--- src/rtl/vga_sync_receiver_pkg.sv ---
// ---------------------------------------------------------------------------
// vga_sync_receiver_pkg
//
// Shared VGA timing constants and receiver state encoding. The generator and
// the receiver both import this package so they agree on standard 640x480
// timing.
//
// Contents:
//   CNT_W            counter width for horizontal/vertical positions
//   H_*_STD, V_*_STD standard 640x480@60 timing (total/visible/sync start)
//   rx_state_e       2-bit receiver lock state encoding
//   in_active()      true when a position lies inside the visible window
// ---------------------------------------------------------------------------
package vga_sync_receiver_pkg;

    localparam int unsigned CNT_W = 10;

    localparam int unsigned H_TOTAL_STD      = 800;
    localparam int unsigned H_VIS_STD        = 640;
    localparam int unsigned H_SYNC_START_STD = 656;
    localparam int unsigned V_TOTAL_STD      = 525;
    localparam int unsigned V_VIS_STD        = 480;
    localparam int unsigned V_SYNC_START_STD = 490;

    typedef enum logic [1:0] {
        StSearch   = 2'd0,
        StLineChk  = 2'd1,
        StFrameChk = 2'd2,
        StLocked   = 2'd3
    } rx_state_e;

    function automatic logic in_active(
        input logic [CNT_W-1:0] h,
        input logic [CNT_W-1:0] v,
        input logic [CNT_W-1:0] h_vis,
        input logic [CNT_W-1:0] v_vis
    );
        return (h < h_vis) && (v < v_vis);
    endfunction

endpackage

--- src/rtl/sync_edge_det.sv ---
// ---------------------------------------------------------------------------
// sync_edge_det
//
// Falling-edge detector for an active-low sync line sampled on pixel ticks.
// An edge is a sampled 1 on the previous tick followed by a sampled 0 on the
// current tick. The first tick after reset only primes the history, so a line
// that is already low when reset releases never reports an edge.
//
// Ports:
//   clk        system clock
//   reset      synchronous, active-high reset
//   tick       pixel strobe; the sync line is sampled only when it is high
//   sync_line  sync input (active-low)
//   fall       combinational pulse, high on the tick where the edge is seen
// ---------------------------------------------------------------------------
module sync_edge_det (
    input  logic clk,
    input  logic reset,
    input  logic tick,
    input  logic sync_line,
    output logic fall
);

    logic prev_q;
    logic armed_q;

    always_ff @(posedge clk) begin
        if (reset) begin
            prev_q  <= 1'b1;
            armed_q <= 1'b0;
        end else if (tick) begin
            prev_q  <= sync_line;
            armed_q <= 1'b1;
        end
    end

    assign fall = tick && armed_q && prev_q && !sync_line;

endmodule

--- src/rtl/vga_sync_receiver.sv ---
// ---------------------------------------------------------------------------
// vga_sync_receiver
//
// Recovers pixel coordinates from a VGA h_sync/v_sync/RGB stream sampled on
// pixel ticks. Free-running horizontal/vertical counters are re-anchored on
// each sync falling edge; a small FSM checks edge spacing and declares lock.
// While locked, every visible tick produces a registered pixel one clk later.
//
// Optional build macro: VGA_RX_STATS_EN adds a wrapping frame counter and a
// saturating sync-error counter. Without it both ports are tied to zero.
//
// Ports:
//   clk          system clock
//   reset        synchronous, active-high reset
//   pix_tick     one-cycle pixel strobe; all inputs below are sampled on it
//   h_sync       horizontal sync, active-low
//   v_sync       vertical sync, active-low
//   colors_in    RGB pixel data
//   pix_x/pix_y  coordinates of the captured pixel
//   pix_color    captured RGB
//   pix_valid    one-cycle pulse per captured visible pixel
//   frame_start  pulses with pix_valid for pixel (0,0)
//   sync_err     one-cycle pulse when a locked stream shows bad sync timing
//   locked       high while the FSM is in the locked state
//   frame_count  frames seen (stats build only)
//   err_count    sync errors seen, saturating (stats build only)
// ---------------------------------------------------------------------------
module vga_sync_receiver
    import vga_sync_receiver_pkg::*;
#(
    parameter int unsigned H_TOTAL      = H_TOTAL_STD,
    parameter int unsigned V_TOTAL      = V_TOTAL_STD,
    parameter int unsigned H_VIS        = H_VIS_STD,
    parameter int unsigned V_VIS        = V_VIS_STD,
    parameter int unsigned H_SYNC_START = H_SYNC_START_STD,
    parameter int unsigned V_SYNC_START = V_SYNC_START_STD
) (
    input  logic             clk,
    input  logic             reset,
    input  logic             pix_tick,
    input  logic             h_sync,
    input  logic             v_sync,
    input  logic [2:0]       colors_in,
    output logic [CNT_W-1:0] pix_x,
    output logic [CNT_W-1:0] pix_y,
    output logic [2:0]       pix_color,
    output logic             pix_valid,
    output logic             frame_start,
    output logic             sync_err,
    output logic             locked,
    output logic [15:0]      frame_count,
    output logic [7:0]       err_count
);

    localparam logic [CNT_W-1:0] H_LAST  = CNT_W'(H_TOTAL - 1);
    localparam logic [CNT_W-1:0] V_LAST  = CNT_W'(V_TOTAL - 1);
    localparam logic [CNT_W-1:0] H_LOAD  = CNT_W'(H_SYNC_START);
    localparam logic [CNT_W-1:0] V_LOAD  = CNT_W'(V_SYNC_START);
    // Counter value on the tick just before a correctly timed sync edge.
    localparam logic [CNT_W-1:0] H_PRE   = CNT_W'(H_SYNC_START - 1);
    localparam logic [CNT_W-1:0] V_PRE   = CNT_W'(V_SYNC_START - 1);
    localparam logic [CNT_W-1:0] H_VIS_C = CNT_W'(H_VIS);
    localparam logic [CNT_W-1:0] V_VIS_C = CNT_W'(V_VIS);

    // -----------------------------------------------------------------------
    // Sync edge detection
    // -----------------------------------------------------------------------
    logic h_fall;
    logic v_fall;

    sync_edge_det u_h_edge (
        .clk       (clk),
        .reset     (reset),
        .tick      (pix_tick),
        .sync_line (h_sync),
        .fall      (h_fall)
    );

    sync_edge_det u_v_edge (
        .clk       (clk),
        .reset     (reset),
        .tick      (pix_tick),
        .sync_line (v_sync),
        .fall      (v_fall)
    );

    // -----------------------------------------------------------------------
    // Position counters. h_cnt_q/v_cnt_q hold the position of the most recent
    // tick; h_cnt_d/v_cnt_d are the position of the tick being sampled now.
    // -----------------------------------------------------------------------
    logic [CNT_W-1:0] h_cnt_q, h_cnt_d;
    logic [CNT_W-1:0] v_cnt_q, v_cnt_d;
    logic             h_wrap;

    always_comb begin
        h_cnt_d = h_cnt_q;
        v_cnt_d = v_cnt_q;
        h_wrap  = 1'b0;
        if (pix_tick) begin
            if (h_fall) begin
                h_cnt_d = H_LOAD;
            end else if (h_cnt_q == H_LAST) begin
                h_cnt_d = '0;
                h_wrap  = 1'b1;
            end else begin
                h_cnt_d = h_cnt_q + CNT_W'(1);
            end

            // A v_sync load wins over the line increment on the same tick.
            if (v_fall) begin
                v_cnt_d = V_LOAD;
            end else if (h_wrap) begin
                v_cnt_d = (v_cnt_q == V_LAST) ? '0 : v_cnt_q + CNT_W'(1);
            end
        end
    end

    // -----------------------------------------------------------------------
    // Lock FSM
    // -----------------------------------------------------------------------
    rx_state_e state_q, state_d;
    logic      h_bad;
    logic      v_bad;
    logic      err_d;

    assign h_bad = h_fall && (h_cnt_q != H_PRE);
    assign v_bad = v_fall && (v_cnt_q != V_PRE);

    always_comb begin
        state_d = state_q;
        err_d   = 1'b0;
        unique case (state_q)
            StSearch: begin
                if (h_fall) state_d = StLineChk;
            end
            StLineChk: begin
                if (h_fall) state_d = h_bad ? StSearch : StFrameChk;
            end
            StFrameChk: begin
                // A badly spaced line outranks a v_sync edge on the same tick.
                if (h_bad) begin
                    state_d = StSearch;
                end else if (v_fall) begin
                    state_d = StLocked;
                end
            end
            StLocked: begin
                if (h_bad || v_bad) begin
                    state_d = StSearch;
                    err_d   = 1'b1;
                end
            end
            default: state_d = StSearch;
        endcase
    end

    assign locked = (state_q == StLocked);

    // -----------------------------------------------------------------------
    // Pixel capture
    // -----------------------------------------------------------------------
    logic pix_hit;
    logic fs_d;

    assign pix_hit = pix_tick && (state_q == StLocked)
                     && in_active(h_cnt_d, v_cnt_d, H_VIS_C, V_VIS_C);
    assign fs_d    = pix_hit && (h_cnt_d == '0) && (v_cnt_d == '0);

    logic [CNT_W-1:0] pix_x_q, pix_y_q;
    logic [2:0]       pix_color_q;
    logic             pix_valid_q, frame_start_q, sync_err_q;

    always_ff @(posedge clk) begin
        if (reset) begin
            state_q       <= StSearch;
            h_cnt_q       <= '0;
            v_cnt_q       <= '0;
            pix_x_q       <= '0;
            pix_y_q       <= '0;
            pix_color_q   <= '0;
            pix_valid_q   <= 1'b0;
            frame_start_q <= 1'b0;
            sync_err_q    <= 1'b0;
        end else begin
            state_q       <= state_d;
            h_cnt_q       <= h_cnt_d;
            v_cnt_q       <= v_cnt_d;
            pix_valid_q   <= pix_hit;
            frame_start_q <= fs_d;
            sync_err_q    <= err_d;
            if (pix_hit) begin
                pix_x_q     <= h_cnt_d;
                pix_y_q     <= v_cnt_d;
                pix_color_q <= colors_in;
            end
        end
    end

    assign pix_x       = pix_x_q;
    assign pix_y       = pix_y_q;
    assign pix_color   = pix_color_q;
    assign pix_valid   = pix_valid_q;
    assign frame_start = frame_start_q;
    assign sync_err    = sync_err_q;

    // -----------------------------------------------------------------------
    // Optional statistics
    // -----------------------------------------------------------------------
`ifdef VGA_RX_STATS_EN
    logic [15:0] frame_count_q;
    logic [7:0]  err_count_q;

    // Counters step on the same edge that raises frame_start / sync_err.
    always_ff @(posedge clk) begin
        if (reset) begin
            frame_count_q <= '0;
            err_count_q   <= '0;
        end else begin
            if (fs_d) begin
                frame_count_q <= frame_count_q + 16'd1;
            end
            if (err_d && (err_count_q != 8'hFF)) begin
                err_count_q <= err_count_q + 8'd1;
            end
        end
    end

    assign frame_count = frame_count_q;
    assign err_count   = err_count_q;
`else
    assign frame_count = '0;
    assign err_count   = '0;
`endif

endmodule

--- config.mk ---
export PLATFORM = sky130hd
export DESIGN_NAME = vga_sync_receiver
export DESIGN_NICKNAME = d
export VERILOG_FILES = /design/src/rtl/vga_sync_receiver_pkg.sv /design/src/rtl/sync_edge_det.sv /design/src/rtl/vga_sync_receiver.sv
export SDC_FILE = /design/constraint.sdc
export NUM_CORES = 1
export LEC_CHECK = 0
export CAP_MARGIN = 10
export CORE_MARGIN = 5
export CORE_UTILIZATION = 35
export DETAILED_ROUTE_END_ITERATION = 10
export GPL_ROUTABILITY_DRIVEN = 0
export PLACE_DENSITY = 0.57
export SYNTH_ARGS = -nofsm -noshare
export SYNTH_HDL_FRONTEND = slang
export SYNTH_SLANG_ARGS = --single-unit
export TNS_END_PERCENT = 30
--- constraint.sdc ---
create_clock -name clk -period 3.9 [get_ports clk]
set_input_delay 0.78 -clock clk [delete_from_list [all_inputs] [get_ports clk]]
set_output_delay 0.78 -clock clk [all_outputs]
set_load 0.01 [all_outputs]
Yosys cells after proc, flatten, opt, wreduce, memory -nomap -nowiden
Cells that the tools add are included.
W data, S select, Z words.
{"block": "totals", "ff_bits": 51, "input_bits": 8, "out_inout_bits": 51, "elab_cells": 66}
{"block": "classes", "addsub": 2, "n_lt_le_gt_ge": 2, "eq_ne": 11, "n_mux": 18, "bitwise": 1, "reduce_logical": 20}
{"op": "$mux W10", "count": 7}
{"op": "$add A10 B1 Y10 const B", "count": 2}
{"op": "$eq A10 B10 Y1 const B", "count": 2}
{"op": "$logic_not A10 Y1", "count": 2}
{"op": "$logic_and A1 B1 Y1", "count": 12}
{"op": "$mux W2", "count": 6}
{"op": "$lt A10 B10 Y1 const B", "count": 1}
{"op": "$lt A10 B9 Y1 const B", "count": 1}
{"op": "$ne A10 B10 Y1 const B", "count": 1}
{"op": "$ne A10 B9 Y1 const B", "count": 1}
{"op": "$pmux W2 S4", "count": 1}
{"op": "$eq A2 B2 Y1 const B", "count": 2}
{"op": "$mux W1", "count": 4}
{"op": "$ne A2 B2 Y1 const B", "count": 2}
{"op": "$reduce_and A4 Y1", "count": 1}
{"op": "$ne A3 B3 Y1 const B", "count": 1}
{"op": "$eq A2 B1 Y1 const B", "count": 1}
{"op": "$logic_not A1 Y1", "count": 2}
{"op": "$logic_not A2 Y1", "count": 1}
{"op": "$ne A2 B1 Y1 const B", "count": 1}
{"op": "$reduce_or A2 Y1", "count": 1}
{"op": "$logic_or A1 B1 Y1", "count": 1}
{"op": "$not A1 Y1", "count": 1}

Logic depth before layout (Yosys ltp)
{"block": "depth", "ltp_word": 13, "ltp_mapped": 12, "ltp_nobuf": 9}

Cells and area by module
A second synthesis with hierarchy kept.
{"block": "unflattened", "hier_cells": 352, "area_unflattened_um2": 2994.1}
{"module": "vga_sync_receiver", "n_inst": 1, "cells_each": 338, "area_per_inst_um2": 2849.0, "seq_area_each_um2": 960.9}
{"module": "sync_edge_det", "n_inst": 2, "cells_each": 7, "area_per_inst_um2": 72.6, "seq_area_each_um2": 40.0}

Worst setup path after synthesis
Ideal clock, no wire load.
{"block": "synth_timing", "kind": "input port to flip-flop", "start": "in h_sync", "end": "reg pix_y_q[0], in the netlist pix_y[0]", "setup_time_ns": 0.079, "arrival_ns": 2.780, "t_required_ns": 3.821, "slack_ns": 1.041, "path_stages": 10, "path_buffers": 3, "cell_sequence": "nand4b_1 > buf_2 > nand4_4 > o41ai_2 > a22oi_1 > or4_4 > and2_1 > buf_6 > buf_6 > a211oi_2"}
{"block": "synth_via", "elab_chain_cells": 10, "elab_cells_between_ends": 13, "classes_between": "2 x order compare; 7 x mux; 4 x reduce/logical"}
{"item": "from (decl)", "line": "vga_sync_receiver.sv:41", "text": "input logic h_sync,"}
{"item": "$logic_not A1 Y1 (*)", "line": "sync_edge_det.sv:37", "text": "assign fall = tick && armed_q && prev_q && !sync_line;"}
{"item": "$logic_and A1 B1 Y1 (*)", "line": "sync_edge_det.sv:37"}
{"item": "$mux W1", "line": "vga_sync_receiver.sv:100", "text": "if (h_fall) begin"}
{"item": "$mux W1", "line": "vga_sync_receiver.sv:99", "text": "if (pix_tick) begin"}
{"item": "$mux W10", "line": "vga_sync_receiver.sv:112", "text": "end else if (h_wrap) begin"}
{"item": "$mux W10", "line": "vga_sync_receiver.sv:110", "text": "if (v_fall) begin"}
{"item": "$mux W10", "line": "vga_sync_receiver.sv:99"}
{"item": "$lt A10 B9 Y1", "line": "vga_sync_receiver_pkg.sv:38", "text": "return (h < h_vis) && (v < v_vis);"}
{"item": "$logic_and A1 B1 Y1", "line": "vga_sync_receiver_pkg.sv:38"}
{"item": "$logic_and A1 B1 Y1", "line": "vga_sync_receiver.sv:166", "text": "&& in_active(h_cnt_d, v_cnt_d, H_VIS_C, V_VIS_C);"}
{"item": "to (signal assigned)", "line": "vga_sync_receiver.sv:193", "text": "pix_y_q <= v_cnt_d;"}
{"item": "to (decl)", "line": "vga_sync_receiver.sv:169", "text": "logic [CNT_W-1:0] pix_x_q, pix_y_q;"}
Mark *: on every way between the ends. The rest lies on a longest branch, timed or not. The select of a mux whose other input is x is not followed.
A chain may end at the register's enable or synchronous reset.

Worst setup path in the final report
{"block": "layout_timing", "start": "in h_sync", "end": "reg pix_x_q[4], in the netlist pix_x[4]"}
{"block": "layout_via", "elab_chain_cells": 10, "elab_cells_between_ends": 13, "classes_between": "2 x order compare; 7 x mux; 4 x reduce/logical"}
{"item": "$logic_not A1 Y1 (*)", "line": "sync_edge_det.sv:37"}
{"item": "$logic_and A1 B1 Y1 (*)", "line": "sync_edge_det.sv:37"}
{"item": "$mux W1", "line": "vga_sync_receiver.sv:100"}
{"item": "$mux W1", "line": "vga_sync_receiver.sv:99"}
{"item": "$mux W10", "line": "vga_sync_receiver.sv:112"}
{"item": "$mux W10", "line": "vga_sync_receiver.sv:110"}
{"item": "$mux W10", "line": "vga_sync_receiver.sv:99"}
{"item": "$lt A10 B9 Y1", "line": "vga_sync_receiver_pkg.sv:38"}
{"item": "$logic_and A1 B1 Y1", "line": "vga_sync_receiver_pkg.sv:38"}
{"item": "$logic_and A1 B1 Y1", "line": "vga_sync_receiver.sv:166"}
{"item": "to (signal assigned)", "line": "vga_sync_receiver.sv:192", "text": "pix_x_q <= h_cnt_d;"}
{"item": "to (decl)", "line": "vga_sync_receiver.sv:169"}
Marks and branches as above.

==> impl_metrics.ini <==
[clock_tree]
clkTransAtPathRegs_ps = 100
cts.htree.levels = 2
cts_tree = built
hold_buffers = 0
cts_made_buffers = 5
postCtsResizedCells = 0
postCtsSetupBuffers = 0
clockBufferDepth = 2
clk_latency_ps = 310
clockRootBuffer = clkbuf_8
cts_sinks = 51

[run_status]
status = completed

[floorplanning]
initial_core_util_pct = 36.2
core_um2 = 7770
die_h_um = 99.6
die_area_um2 = 9930
die_w_um = 99.6
ios = 59
num_rows = 32

[yosys]
synth_ff_type = dfxtp_1
async_reset_ff_share_pct = 0
yosys_warnings = 0
seq_area_frac_synth_pct = 36.3
synth_seq_cells = 51
avgSynthCellArea_um2 = 8.45
netlist_area_um2 = 2810
synth_edf_count = 0
synthCells = 333
synth.distinct_cells = 62

[worst_setup_path]
slowest_stage = or4_4
critical_path.top_delay_family = simple AND/OR/NAND/NOR gates
crit_buf_inv = 2
r2r_slack_ps = 460
slowest_delay_ps = 700
r2r_end = pix_x[4]
cp_data_arrival_time_ps = 3730
worstRegToRegCells = 9
critPathKind = in -> reg
end_kind = flop
critical_path.startpoint = h_sync
startpoint_type = input port
r2r-start = h_cnt_q[0]
worstPathRequired_ps = 4110
crit_fanout = 22
crit_chain = clkdlybuf4s50_1, nand4b_1, and4_1, a211o_1, o211ai_1, or4_4, and2_1, buf_4, a311oi_1

[finish]
post-route-util_pct = 41.7
nets = 372
drive_gt1_share_pct = 9.42
layoutNonFillerInstCount = 463
diodes = 0
syn_to_final_growth_pct = 15.2
design_area_um2 = 3240

[timing]
worst_pin_slew_ps = 723
setup_tns_ps = 0
drv_slew = 0
fmax_mhz = 284
skew_ps = 7.88
hold_viol = 0
rsz0062_at_grt = false
setup_viol = 0
max-slew-margin-rel_pct = 51.3
min_period_ps = 3520
fin_crit_sh_pct = 90.1

[global_route]
grt_pass1_wl_mm = 12.0
antenna_found_initial = 0
grt_usage_pct = 14.9
grt_overflow = 0
grt_max_degree = 29
first_global_vias = 2338

[routing]
via_count = 2491
post-route-drc-count = 0
drt_first_pass_iters = 4
wl_mm = 7.33
drt-initial-drc-count = 172
wl_per_cell_um = 15.8
viasPerCell = 5.38
antenna_left = 0

[pwr]
vdd_drop_max_v = 0.000138
total_leakage_power_uw = 0.00122
power.total_uw = 965
power.density_nw_per_um2 = 298

[hold_path]
whs_endpoint = pix_x[2]
worstHoldStart = pix_x[2]
min_path_type = reg -> reg
min_path_cells = 2

[place]
dp_hpwl_mm = 5.20
port_buffers = 34
dp_cells = 455
placed_cell_area_um2 = 3150

[job]
cap_violations = 0
## Yosys cell counts (2+ instances only)
cell type / count / area share [%]
mux2i_1: 2 / 0.71
nand4b_1: 2 / 0.62
nor3b_1: 2 / 0.53
nor2_1: 24 / 3.2
and4_1: 6 / 1.9
and3_1: 9 / 2.0
a211o_1: 3 / 0.93
buf_1: 2 / 0.27
dfxtp_1: 51 / 36
nor3_1: 4 / 0.71
a211oi_2: 2 / 0.89
or4_1: 5 / 1.3
a21oi_1: 19 / 3.4
buf_6: 3 / 1.2
ha_1: 4 / 1.8
nand2_1: 28 / 3.7
nand3_1: 18 / 3.2
o21bai_1: 2 / 0.53
nor2b_1: 2 / 0.44
a311oi_1: 3 / 0.93
o21ai_1: 6 / 1.1
nand2b_1: 3 / 0.67
nor4_1: 3 / 0.67
and2_1: 5 / 1.1
or3_1: 3 / 0.67
nand4_1: 11 / 2.4
clkbuf_1: 13 / 1.7
a211oi_1: 8 / 2.1
o21ai_0: 5 / 0.89
a22oi_1: 2 / 0.53
o31ai_1: 2 / 0.53
o211ai_1: 4 / 1.1
xor2_1: 3 / 0.93
o211a_1: 2 / 0.71
xnor2_1: 3 / 0.93
buf_2: 5 / 0.89
o32ai_1: 3 / 0.93
buf_4: 26 / 6.9
inv_1: 6 / 0.80
a21o_1: 2 / 0.53
a31o_2: 6 / 1.9
## cells by family (layout without fill, tap and decap cells)
| group | Yosys count | count (layout) | synth area share (%) |
|---|---|---|---|
| muxes | 3 | 3 | 1.11 |
| adders and majority gates | 4 | 4 | 1.78 |
| DFF | 51 | 51 | 36.3 |
| buffers and inverters | 55 | 60 | 11.8 |
| AOI/OAI and AO/OA | 79 | 79 | 20.1 |
| xor gates and xnor gates | 6 | 6 | 1.87 |
| other | 1 | 24 | 0.133 |
| and+or+nand+nor | 134 | 134 | 26.9 |
## registers in the layout, indices dropped and copies added, names as in the netlist
register,count
pix_color,3
v_cnt_q,10
pix_valid,1
u_v_edge.prev_q,1
pix_x,10
u_h_edge.prev_q,1
sync_err,1
pix_y,10
h_cnt_q,10
state_q,2
frame_start,1
u_v_edge.armed_q,1
## per-layer routing
layer  GRT usage, %  wire [µm]  vias to the layer above
met1           22.2       3660                     1170
li1               -          -                     1221
met2           21.3       3120                       94
met5              0          0                        -
met4           4.62         65                        0
met3           3.02        481                        6
## worst reg2reg max path, cell delays in order (launching register included)
cell and delay, ps:
dfxtp_1 490, ha_1 240, and4_1 400, and4_1 520, a211o_1 200, o211ai_1 130
or4_4 700, and2_1 190, buf_4 190, a311oi_1 290
## worst max-delay path by stage
stage / to / slack [ps] / cells past startpoint
4_1_cts: pix_x[4] / 450 / 9
5_1_grt: pix_x[4] / 230 / 9
6_report: pix_x[4] / 380 / 9
3_5_place_dp: pix_color[1] / 140 / 9
3_3_place_gp: pix_color[2] / 180 / 9
2_1_floorplan: pix_y[0] / 1040 / 10
## placed cells by master, fill, tap and decap left out, drive strengths merged, types with 4 or more instances in the layout
master         count
a31o               6
inv                7
a21oi             19
and2               5
or4                6
clkbuf             6
nor2              24
clkdlybuf4s50     34
and3               9
ha                 4
buf               12
a211oi            10
nand3             18
and4               6
conb              24
dfxtp             51
o211ai             4
nand2             28
nor3               4
nand4             12
o21ai             11
## report_power, final
group | total [µW] | internal [µW] | switching (µW)
combinational | 103 | 38.2 | 64.8
sequential | 545 | 531 | 14.4
clock | 317 | 129 | 187
total | 965 | 698 | 266
## area by class of cell
class                   instances  area (µm²)
fillers                       801        4530
multi-input cells             250        1550
flip-flops and latches         51        1020
repair buffers                 46         430
well taps                     102         128
clock buffers                   6        72.6
inverters                       6        22.5
clock inverters                 2        16.3
## through the flow
stage	worst slack, ps	hold WS, ps
after floorplan	1040	442
after global placement	185	450
after detailed placement	142	446
after CTS	454	466
after global routing	230	480
final	385	462
Power figures use the tool's default switching activity.
